$ cat config.mk
export PLATFORM = sky130hd
export DESIGN_NAME = lif_ca_post_neuron
export DESIGN_NICKNAME = d
export VERILOG_FILES = /design/src/rtl/snn_fixed_pkg.sv /design/src/rtl/lif_ca_post_neuron_ca_trace.sv /design/src/rtl/lif_ca_post_neuron.sv
export SDC_FILE = /design/constraint.sdc
export NUM_CORES = 1
export LEC_CHECK = 0
export BUFFER_PORTS_ARGS = -buffer_cell sky130_fd_sc_hd__buf_4
export CORE_ASPECT_RATIO = 1.1
export CORE_MARGIN = 3
export CORE_UTILIZATION = 45
export CTS_BUF_LIST = sky130_fd_sc_hd__clkbuf_4 sky130_fd_sc_hd__clkbuf_8
export DETAILED_ROUTE_END_ITERATION = 10
export HOLD_SLACK_MARGIN = 0.08
export MAX_ROUTING_LAYER = met4
export PLACE_DENSITY = 0.68
export SYNTH_ARGS = -nofsm -noshare
export SYNTH_HDL_FRONTEND = slang
export SYNTH_SLANG_ARGS = --single-unit
$ cat constraint.sdc
create_clock -name clk -period 16.7 [get_ports clk]
set_input_delay 3.34 -clock clk [delete_from_list [all_inputs] [get_ports clk]]
set_output_delay 3.34 -clock clk [all_outputs]
set_load 0.03 [all_outputs]
$ cat src/rtl/snn_fixed_pkg.sv
// Fixed-point formats and shared constants for the SNN neuron/synapse blocks.
// V is signed Q1.31 volts, Ca is unsigned Q4.12.
package snn_fixed_pkg;

    localparam int SNN_BW = 32;
    localparam int SNN_CW = 16;

    localparam logic [SNN_BW-1:0] SNN_V_PEAK  = 32'h0000_0000;
    localparam logic [SNN_BW-1:0] SNN_V_RESET = 32'hF70A_0000;  // -0.070 V
    localparam logic [SNN_BW-1:0] SNN_V_TH    = 32'hF9A0_0000;  // -0.050 V
    localparam logic [SNN_BW-1:0] SNN_V_REST  = 32'hF70A_0000;

    localparam logic [SNN_CW-1:0] SNN_J_CA = 16'h0199;  // 0.1 in Q4.12

    localparam logic [1:0] ST_INTEGRATE = 2'd0;
    localparam logic [1:0] ST_SPIKE     = 2'd1;
    localparam logic [1:0] ST_REFRACT   = 2'd2;

    typedef enum logic [1:0] {
        INTEGRATE = ST_INTEGRATE,
        SPIKE     = ST_SPIKE,
        REFRACT   = ST_REFRACT
    } lif_state_e;

endpackage

$ cat src/rtl/lif_ca_post_neuron_ca_trace.sv
// Calcium trace: per-step exponential decay, with an optional saturating increment
// on the firing step.
module ca_trace
    import snn_fixed_pkg::*;
#(
    parameter int              CW           = SNN_CW,
    parameter logic [CW-1:0]   J_CA         = SNN_J_CA,
    parameter int              TAU_CA_SHIFT = 6
) (
    input  logic          clk,
    input  logic          reset,
    input  logic          step,
    input  logic          fire,
    output logic [CW-1:0] Ca
);

    logic [CW-1:0] ca_q, ca_d;
    logic [CW-1:0] dec;
    logic [CW-1:0] decayed;
    logic [CW:0]   sum;

    always_comb begin
        dec = ca_q >> TAU_CA_SHIFT;
        // Small traces still decay by one LSB, so the trace always reaches zero.
        if (dec == '0 && ca_q != '0) dec = CW'(1);
        decayed = ca_q - dec;
        sum     = {1'b0, decayed} + {1'b0, J_CA};
        ca_d    = ca_q;
        if (step) begin
            if (fire) ca_d = sum[CW] ? '1 : sum[CW-1:0];
            else      ca_d = decayed;
        end
    end

    always_ff @(posedge clk) begin
        if (reset) ca_q <= '0;
        else       ca_q <= ca_d;
    end

    assign Ca = ca_q;

endmodule

$ cat src/rtl/lif_ca_post_neuron.sv
// Postsynaptic LIF neuron with a refractory FSM and a calcium trace. It drives the
// membrane potential and calcium inputs of the voltage-dependent STDP synapse.
module lif_ca_post_neuron
    import snn_fixed_pkg::*;
#(
    parameter int            BW           = SNN_BW,
    parameter int            CW           = SNN_CW,
    parameter logic [BW-1:0] V_PEAK       = SNN_V_PEAK,
    parameter logic [BW-1:0] V_RESET      = SNN_V_RESET,
    parameter logic [BW-1:0] V_TH         = SNN_V_TH,
    parameter logic [BW-1:0] V_REST       = SNN_V_REST,
    parameter int            LEAK_SHIFT   = 4,
    parameter int            T_REF        = 20,
    parameter int            REF_W        = 8,   // must satisfy T_REF < 2**REF_W
    parameter logic [CW-1:0] J_CA         = SNN_J_CA,
    parameter int            TAU_CA_SHIFT = 6
) (
    input  logic          clk,
    input  logic          reset,
    input  logic          step,
    input  logic [BW-1:0] I_in,
    output logic [BW-1:0] V_mem_post,
    output logic [CW-1:0] Ca_post,
    output logic          spike_out,
    output logic          refractory,
    output logic          valid
);

    lif_state_e         state_q, state_d;
    logic [BW-1:0]      v_q, v_d;
    logic [REF_W-1:0]   ref_cnt_q, ref_cnt_d;
    logic               spike_q, valid_q;
    logic               fire;

    logic signed [BW+1:0] v_ext, i_ext, rest_ext, leak, vsum;
    logic        [BW-1:0] vn;

    // Two guard bits keep V + I + leak exact before saturating back to BW bits.
    always_comb begin
        v_ext    = {{2{v_q[BW-1]}}, v_q};
        i_ext    = {{2{I_in[BW-1]}}, I_in};
        rest_ext = {{2{V_REST[BW-1]}}, V_REST};
        leak     = (rest_ext - v_ext) >>> LEAK_SHIFT;
        vsum     = v_ext + i_ext + leak;
        if (vsum[BW+1:BW-1] == 3'b000 || vsum[BW+1:BW-1] == 3'b111)
            vn = vsum[BW-1:0];
        else
            vn = vsum[BW+1] ? {1'b1, {(BW-1){1'b0}}} : {1'b0, {(BW-1){1'b1}}};
    end

    always_comb begin
        state_d   = state_q;
        v_d       = v_q;
        ref_cnt_d = ref_cnt_q;
        fire      = 1'b0;
        if (step) begin
            case (state_q)
                INTEGRATE: begin
                    if ($signed(vn) >= $signed(V_TH)) begin
                        v_d     = V_PEAK;
                        fire    = 1'b1;
                        state_d = SPIKE;
                    end else begin
                        v_d = vn;
                    end
                end
                SPIKE: begin
                    v_d = V_RESET;
                    if (T_REF == 0) begin
                        state_d = INTEGRATE;
                    end else begin
                        ref_cnt_d = REF_W'(T_REF - 1);
                        state_d   = REFRACT;
                    end
                end
                REFRACT: begin
                    v_d = V_RESET;
                    if (ref_cnt_q == '0) state_d = INTEGRATE;
                    else                 ref_cnt_d = ref_cnt_q - 1'b1;
                end
                default: begin
                    v_d     = V_RESET;
                    state_d = INTEGRATE;
                end
            endcase
        end
    end

    always_ff @(posedge clk) begin
        if (reset) begin
            state_q   <= INTEGRATE;
            v_q       <= V_RESET;
            ref_cnt_q <= '0;
            spike_q   <= 1'b0;
            valid_q   <= 1'b0;
        end else begin
            state_q   <= state_d;
            v_q       <= v_d;
            ref_cnt_q <= ref_cnt_d;
            spike_q   <= fire;
            valid_q   <= step;
        end
    end

    ca_trace #(
        .CW           (CW),
        .J_CA         (J_CA),
        .TAU_CA_SHIFT (TAU_CA_SHIFT)
    ) u_ca_trace (
        .clk   (clk),
        .reset (reset),
        .step  (step),
        .fire  (fire),
        .Ca    (Ca_post)
    );

    assign V_mem_post = v_q;
    assign spike_out  = spike_q;
    assign refractory = (state_q == REFRACT);
    assign valid      = valid_q;

endmodule

* After elaboration in Yosys (flattened, before gate mapping)
Cells that the tools add are included.
Word-level totals: flip-flop bits (word level) 60, output and inout port bits 51, input bits 35
Operators by class: reductions and logical operators 10, equal/unequal tests 6, add/sub/neg operators 6, magnitude comparators 1, muxes and demuxes 15
Operator list (count):
- 32-bit two-way mux | 4
- 33-bit by 29-bit adder with 34-bit output | 1
- 32-bit by 32-bit adder with 33-bit output | 1
- 29-bit by 32-bit subtractor with 33-bit output (first input constant) | 1
- 32-bit by 28-bit >= comparator with 1-bit output (second input constant) | 1
- 16-bit two-way mux | 2
- 16-bit by 9-bit adder with 17-bit output (second input constant) | 1
- 16-bit logical NOT | 1
- 8-bit case mux with 2 select lines | 1
- 16-bit nonzero test | 1
- 16-bit subtractor | 1
- 10-bit two-way mux | 1
- 8-bit logical NOT | 1
- 8-bit two-way mux | 1
- 8-bit by 1-bit subtractor with 8-bit output (second input constant) | 1
- 2-bit case mux with 3 select lines | 1
- 3-bit AND reduction | 2
- 2-bit two-way mux | 2
- 2-bit inequality test (second input constant) | 2
- 3-bit == test (second input constant) | 1
- 3-bit logical NOT | 1
- 1-bit two-way mux | 3
- 2-bit by 1-bit == test with 1-bit output (second input constant) | 1
- 2-bit == test (second input constant) | 1
- 5 further kinds | 5

* Logic depth before layout (Yosys ltp)
depth in word-level cells 10, depth in mapped cells 26

* Modules after synthesis
Synthesis repeated with hierarchy kept, for this count alone.
Second synthesis, totals: cell total of the unflattened synthesis 814, area, all modules 6735.2 sq um
By module, submodules not included:
- lif_ca_post_neuron | area an instance 4725.8 sq um, sequential area each 880.8 sq um, times used 1, cells an instance 564
- ca_trace | area an instance 2009.4 sq um, sequential area each 320.3 sq um, times used 1, cells an instance 250

* Worst setup path after synthesis
OpenSTA, ideal clock, no wires.
path kind input-to-reg, from in I_in[1], to reg v_q[2] (netlist: V_mem_post[2]), cell stages on the path 16, path buffers 1, path slack 9.750 ns, library setup time 0.067 ns, required time 16.633 ns, data arrival time 6.883 ns, cell sequence fa_1 ha_1 inv_1 fa_1 nand2b_1 a21oi_1 o21ai_1 o211a_1 a211oi_2 o21ai_0 and3b_1 a41o_4 or4_1 buf_2 nand2b_4 o21ai_2
Between the ends: word-level cells in the longest chain between the ends 8, elaborated cells on any way between the ends 10, classes of those cells add/sub (2); order compare (1); eq/ne (1); mux (4); reduce/logical (2)
Ends and longest elaborated chain:
- from (decl) | line lif_ca_post_neuron.sv:21 | input logic [BW-1:0] I_in,
- 32-bit by 32-bit adder with 33-bit output (*) | line lif_ca_post_neuron.sv:44 | vsum = v_ext + i_ext + leak;
- 33-bit by 29-bit adder with 34-bit output (*) | line lif_ca_post_neuron.sv:44
- 3-bit == test or 3-bit logical NOT (tied branches) | line lif_ca_post_neuron.sv:45 | if (vsum[BW+1:BW-1] == 3'b000 || vsum[BW+1:BW-1] == 3'b111)
- 1-bit logical OR | line lif_ca_post_neuron.sv:45
- 32-bit two-way mux (*) | line lif_ca_post_neuron.sv:45
- 32-bit by 28-bit >= comparator with 1-bit output | line lif_ca_post_neuron.sv:59 | if ($signed(vn) >= $signed(V_TH)) begin
- 32-bit two-way mux (*) | line lif_ca_post_neuron.sv:59
- 32-bit two-way mux (*) | line lif_ca_post_neuron.sv:57 | case (state_q)
- to (signal assigned) | line lif_ca_post_neuron.sv:98 | v_q <= v_d;
- to (decl) | line lif_ca_post_neuron.sv:30 | logic [BW-1:0] v_q, v_d;
Mark *: on every way between the ends. The rest lies on a longest branch, timed or not. A chain may end at the register's enable or synchronous reset.

* Worst setup path after layout
from reg v_q[0] (netlist: V_mem_post[0]), to reg v_q[1] (netlist: V_mem_post[1])
Between the ends: word-level cells in the longest chain between the ends 8, elaborated cells on any way between the ends 11, classes of those cells add/sub (3); order compare (1); eq/ne (1); mux (4); reduce/logical (2)
Ends and longest elaborated chain (line):
- 32-bit by 32-bit adder with 33-bit output or 29-bit by 32-bit subtractor with 33-bit output (tied branches) | lif_ca_post_neuron.sv:44, lif_ca_post_neuron.sv:43
- 33-bit by 29-bit adder with 34-bit output (*) | lif_ca_post_neuron.sv:44
- 3-bit == test or 3-bit logical NOT (tied branches) | lif_ca_post_neuron.sv:45
- 1-bit logical OR | lif_ca_post_neuron.sv:45
- 32-bit two-way mux (*) | lif_ca_post_neuron.sv:45
- 32-bit by 28-bit >= comparator with 1-bit output | lif_ca_post_neuron.sv:59
- 32-bit two-way mux (*) | lif_ca_post_neuron.sv:59
- 32-bit two-way mux (*) | lif_ca_post_neuron.sv:57
Marks and branches as above.

==> results.py <==
metrics = {
    "outcome": {
        "outcome": "complete, no violations",
    },
    "cells_and_area": {
        "multiInputGateArea_um2": 5080,
        "layout.nets": 1001,
        "diodes": 0,
        "area_delta_synth_final_pct": 14.3,
        "regArea_um2": 1200,
        "fillers": 1366,
        "layout-drive-gt1-share": 0.155,
        "final_util": 0.534,
    },
    "clock_network": {
        "post_cts_buffers": 0,
        "cts.clk_slew.worst_paths_ns": 0.08,
        "numClockSinks": 60,
        "postCtsHoldBufs": 0,
        "clockBufferDepth": 2,
        "htree_num_levels": 3,
        "clk_latency_ns": 0.38,
        "root_buffer": "clkbuf_8",
        "cts_tree": "built",
        "numCtsBuffers": 9,
        "cts_resized": 0,
    },
    "floorplan": {
        "num_rows": 45,
        "dieArea_um2": 16000,
        "start_util": 0.467,
        "fp.dieW_um": 121,
        "io_pins": 86,
        "die_y_um": 133,
        "coreArea_um2": 14000,
    },
    "logic_synthesis": {
        "yosys.area_share.simple": 0.265,
        "synthArstFlopShare": 0,
        "avgSynthCellArea_um2": 7.96,
        "synth_edf_count": 0,
        "yosysWarnings": 0,
        "synthXorXnorAreaFrac": 0.0829,
        "synth_compound_area_frac": 0.230,
        "synth_adder_area_share": 0.187,
        "synth.cell_area_um2": 6550,
        "synthMuxAreaShare": 0.00935,
        "ys.flop_type": "dfxtp_1",
        "synth_common_cells": "nand2_1 (86), nor2_1 (68), a21oi_1 (63), dfxtp_1 (60), ha_1 (45)",
        "synth_top_family_by_area": "simple AND/OR/NAND/NOR gates",
        "syn-num-nets": 936,
        "synth_top_area_cell": "dfxtp_1",
        "yosysMostFrequentCell": "nand2_1",
        "synth_top_area_share": 0.183,
        "yosys_register_bits": 60,
        "ys_seq_area_frac": 0.183,
        "synth_cells": 823,
        "synth_area_leaders": "dfxtp_1 (18%), fa_1 (10%), ha_1 (8.6%), xnor2_1 (5.5%), nand2_1 (4.9%)",
        "synth.distinct_cells": 89,
    },
    "placement": {
        "gp_congestion": 0.926,
        "portBuffers": 85,
        "dp_hpwl_mm": 14.5,
    },
    "run": {
        "maxCapViolations": 0,
    },
    "global_routing": {
        "first_global_vias": 6189,
        "grt_max_degree": 34,
        "grt_overflow": 0,
        "antenna_found_initial": 0,
        "grt_first_pass_wirelength_mm": 30.5,
        "grt_util_all_layers": 0.241,
    },
    "worst_setup_path": {
        "slowest_delay_ns": 0.76,
        "crit_chain": "nor4_2, nor4b_2, nor4b_2, a41oi_1, or2_1, a21oi_2, nand2_1, o31a_1, o21a_1, nand3_1, xor2_1, fa_1, ha_1, a21oi_1, o21ai_1, nand2_1, a21oi_1, nor3_1, xor2_1, and3b_1, a41o_4, or4_1, nand2b_4, o21ai_2",
        "crit_slowest_cell": "or4_1",
        "criticalPathCategory": "register to register",
        "crit_arrival_ns": 7.75,
        "start_kind": "register",
        "required_ns": 17.02,
        "path_buf_inv": 0,
        "crit_path_end_kind": "register",
        "crit_fanout": 18,
        "crit_family": "simple AND/OR/NAND/NOR gates",
    },
    "drt": {
        "routed-via-count": 6279,
        "route.final.wire_length_mm": 18.5,
        "drt_iter0_drc": 323,
        "dr.pass1.iters": 5,
        "drtAntennaViolNets": 0,
        "drc": 0,
        "viasPerCell": 5.81,
        "avgRoutedWirePerCell_um": 17.1,
    },
    "sta": {
        "finalMaxSlewViolations": 0,
        "setup-tns-final_ns": 0,
        "rsz0062_at_grt": "no",
        "period_needed_ns": 7.43,
        "min_period_over_period": 0.445,
        "worst_pin_slew_ns": 1.16,
        "maxSlewHeadroom": 0.222,
        "fmax_ghz": 0.135,
        "skew_ns": 0.0142,
        "hold_viol_final": 0,
        "setup_violations": 0,
    },
    "min_path": {
        "hold_class": "register to register",
    },
}
## layout by cell type (no fill, tap or decap), drive strengths merged, types with 6 or more instances in the layout
cell type,synthesis,routed
nand2,89,89
buf,18,86
nor2,68,68
a21oi,68,68
dfxtp,60,60
o21ai,60,60
ha,45,45
xnor2,41,41
inv,33,36
fa,33,33
nand3,33,33
xor2,21,21
nor3,21,21
nand4,18,18
nor4,17,17
nand2b,15,15
or3,14,14
nor2b,12,12
a21o,11,11
a31oi,10,10
o211ai,9,9
a32o,9,9
clkbuf,14,9
o21bai,8,8
or4,6,6
## tightest hold or removal path: cells and delay by family, from the launching register on
family	cells	cell delay, ns
flip-flops	1	0.35
AND/OR/NAND/NOR	1	0.07
XOR/XNOR	1	0.07
## per-stage QoR
stage	setup slack [ns]	hold slack (ns)	instances	cell area (um2)
finish	9.27	0.526	1081	7490
global route	8.66	0.558	1081	7490
CTS	9.19	0.531	1081	7490
detailed placement	8.98	0.507	1065	7280
global placement	9.02	0.505	1065	7280
floorplan	9.75	0.480	823	6550
## path summary, 6_finish.rpt
check	from	to	slack [ns]	cells past startpoint
max	V_mem_post[0]	V_mem_post[1]	9.27	24
min	ref_cnt_q[7]	ref_cnt_q[7]	0.53	2
max reg2reg	V_mem_post[0]	V_mem_post[1]	9.27	24
min reg2reg	ref_cnt_q[7]	ref_cnt_q[7]	0.53	2
## logic make-up after synthesis
logic type,count (synthesis)
flops,60
buf+inv,65
mux,6
xor+xnor,62
simple gates,326
fa+ha+maj,78
compound gates,226
## per-layer routing
metal  vias to the layer above  wire length (um)  global-route usage
li1                       3128                 -                   -
met4                         0               248              0.0630
met2                       181              9140               0.414
met3                        20              1230              0.0428
met1                      2950              7870               0.290
met5                         -                 0                   -
## flip-flops by register name (all words and copies together) (netlist names)
register and flops:
spike_out 1, valid 1, V_mem_post 32, ref_cnt_q 8
u_ca_trace.Ca 16, state_q 2
## final cells by class
class,instances,share of cell area
Clock buffer,9,0.0165
Clock inverter,7,0.0110
Inverter,33,0.0165
Multi-Input combinational cell,698,0.678
Sequential cell,60,0.160
Tap cell,188,0.0314
Timing Repair Buffer,86,0.0862
Power is not shown: default switching activity piles up to over one toggle a cycle in this logic, so the estimate is an artifact.
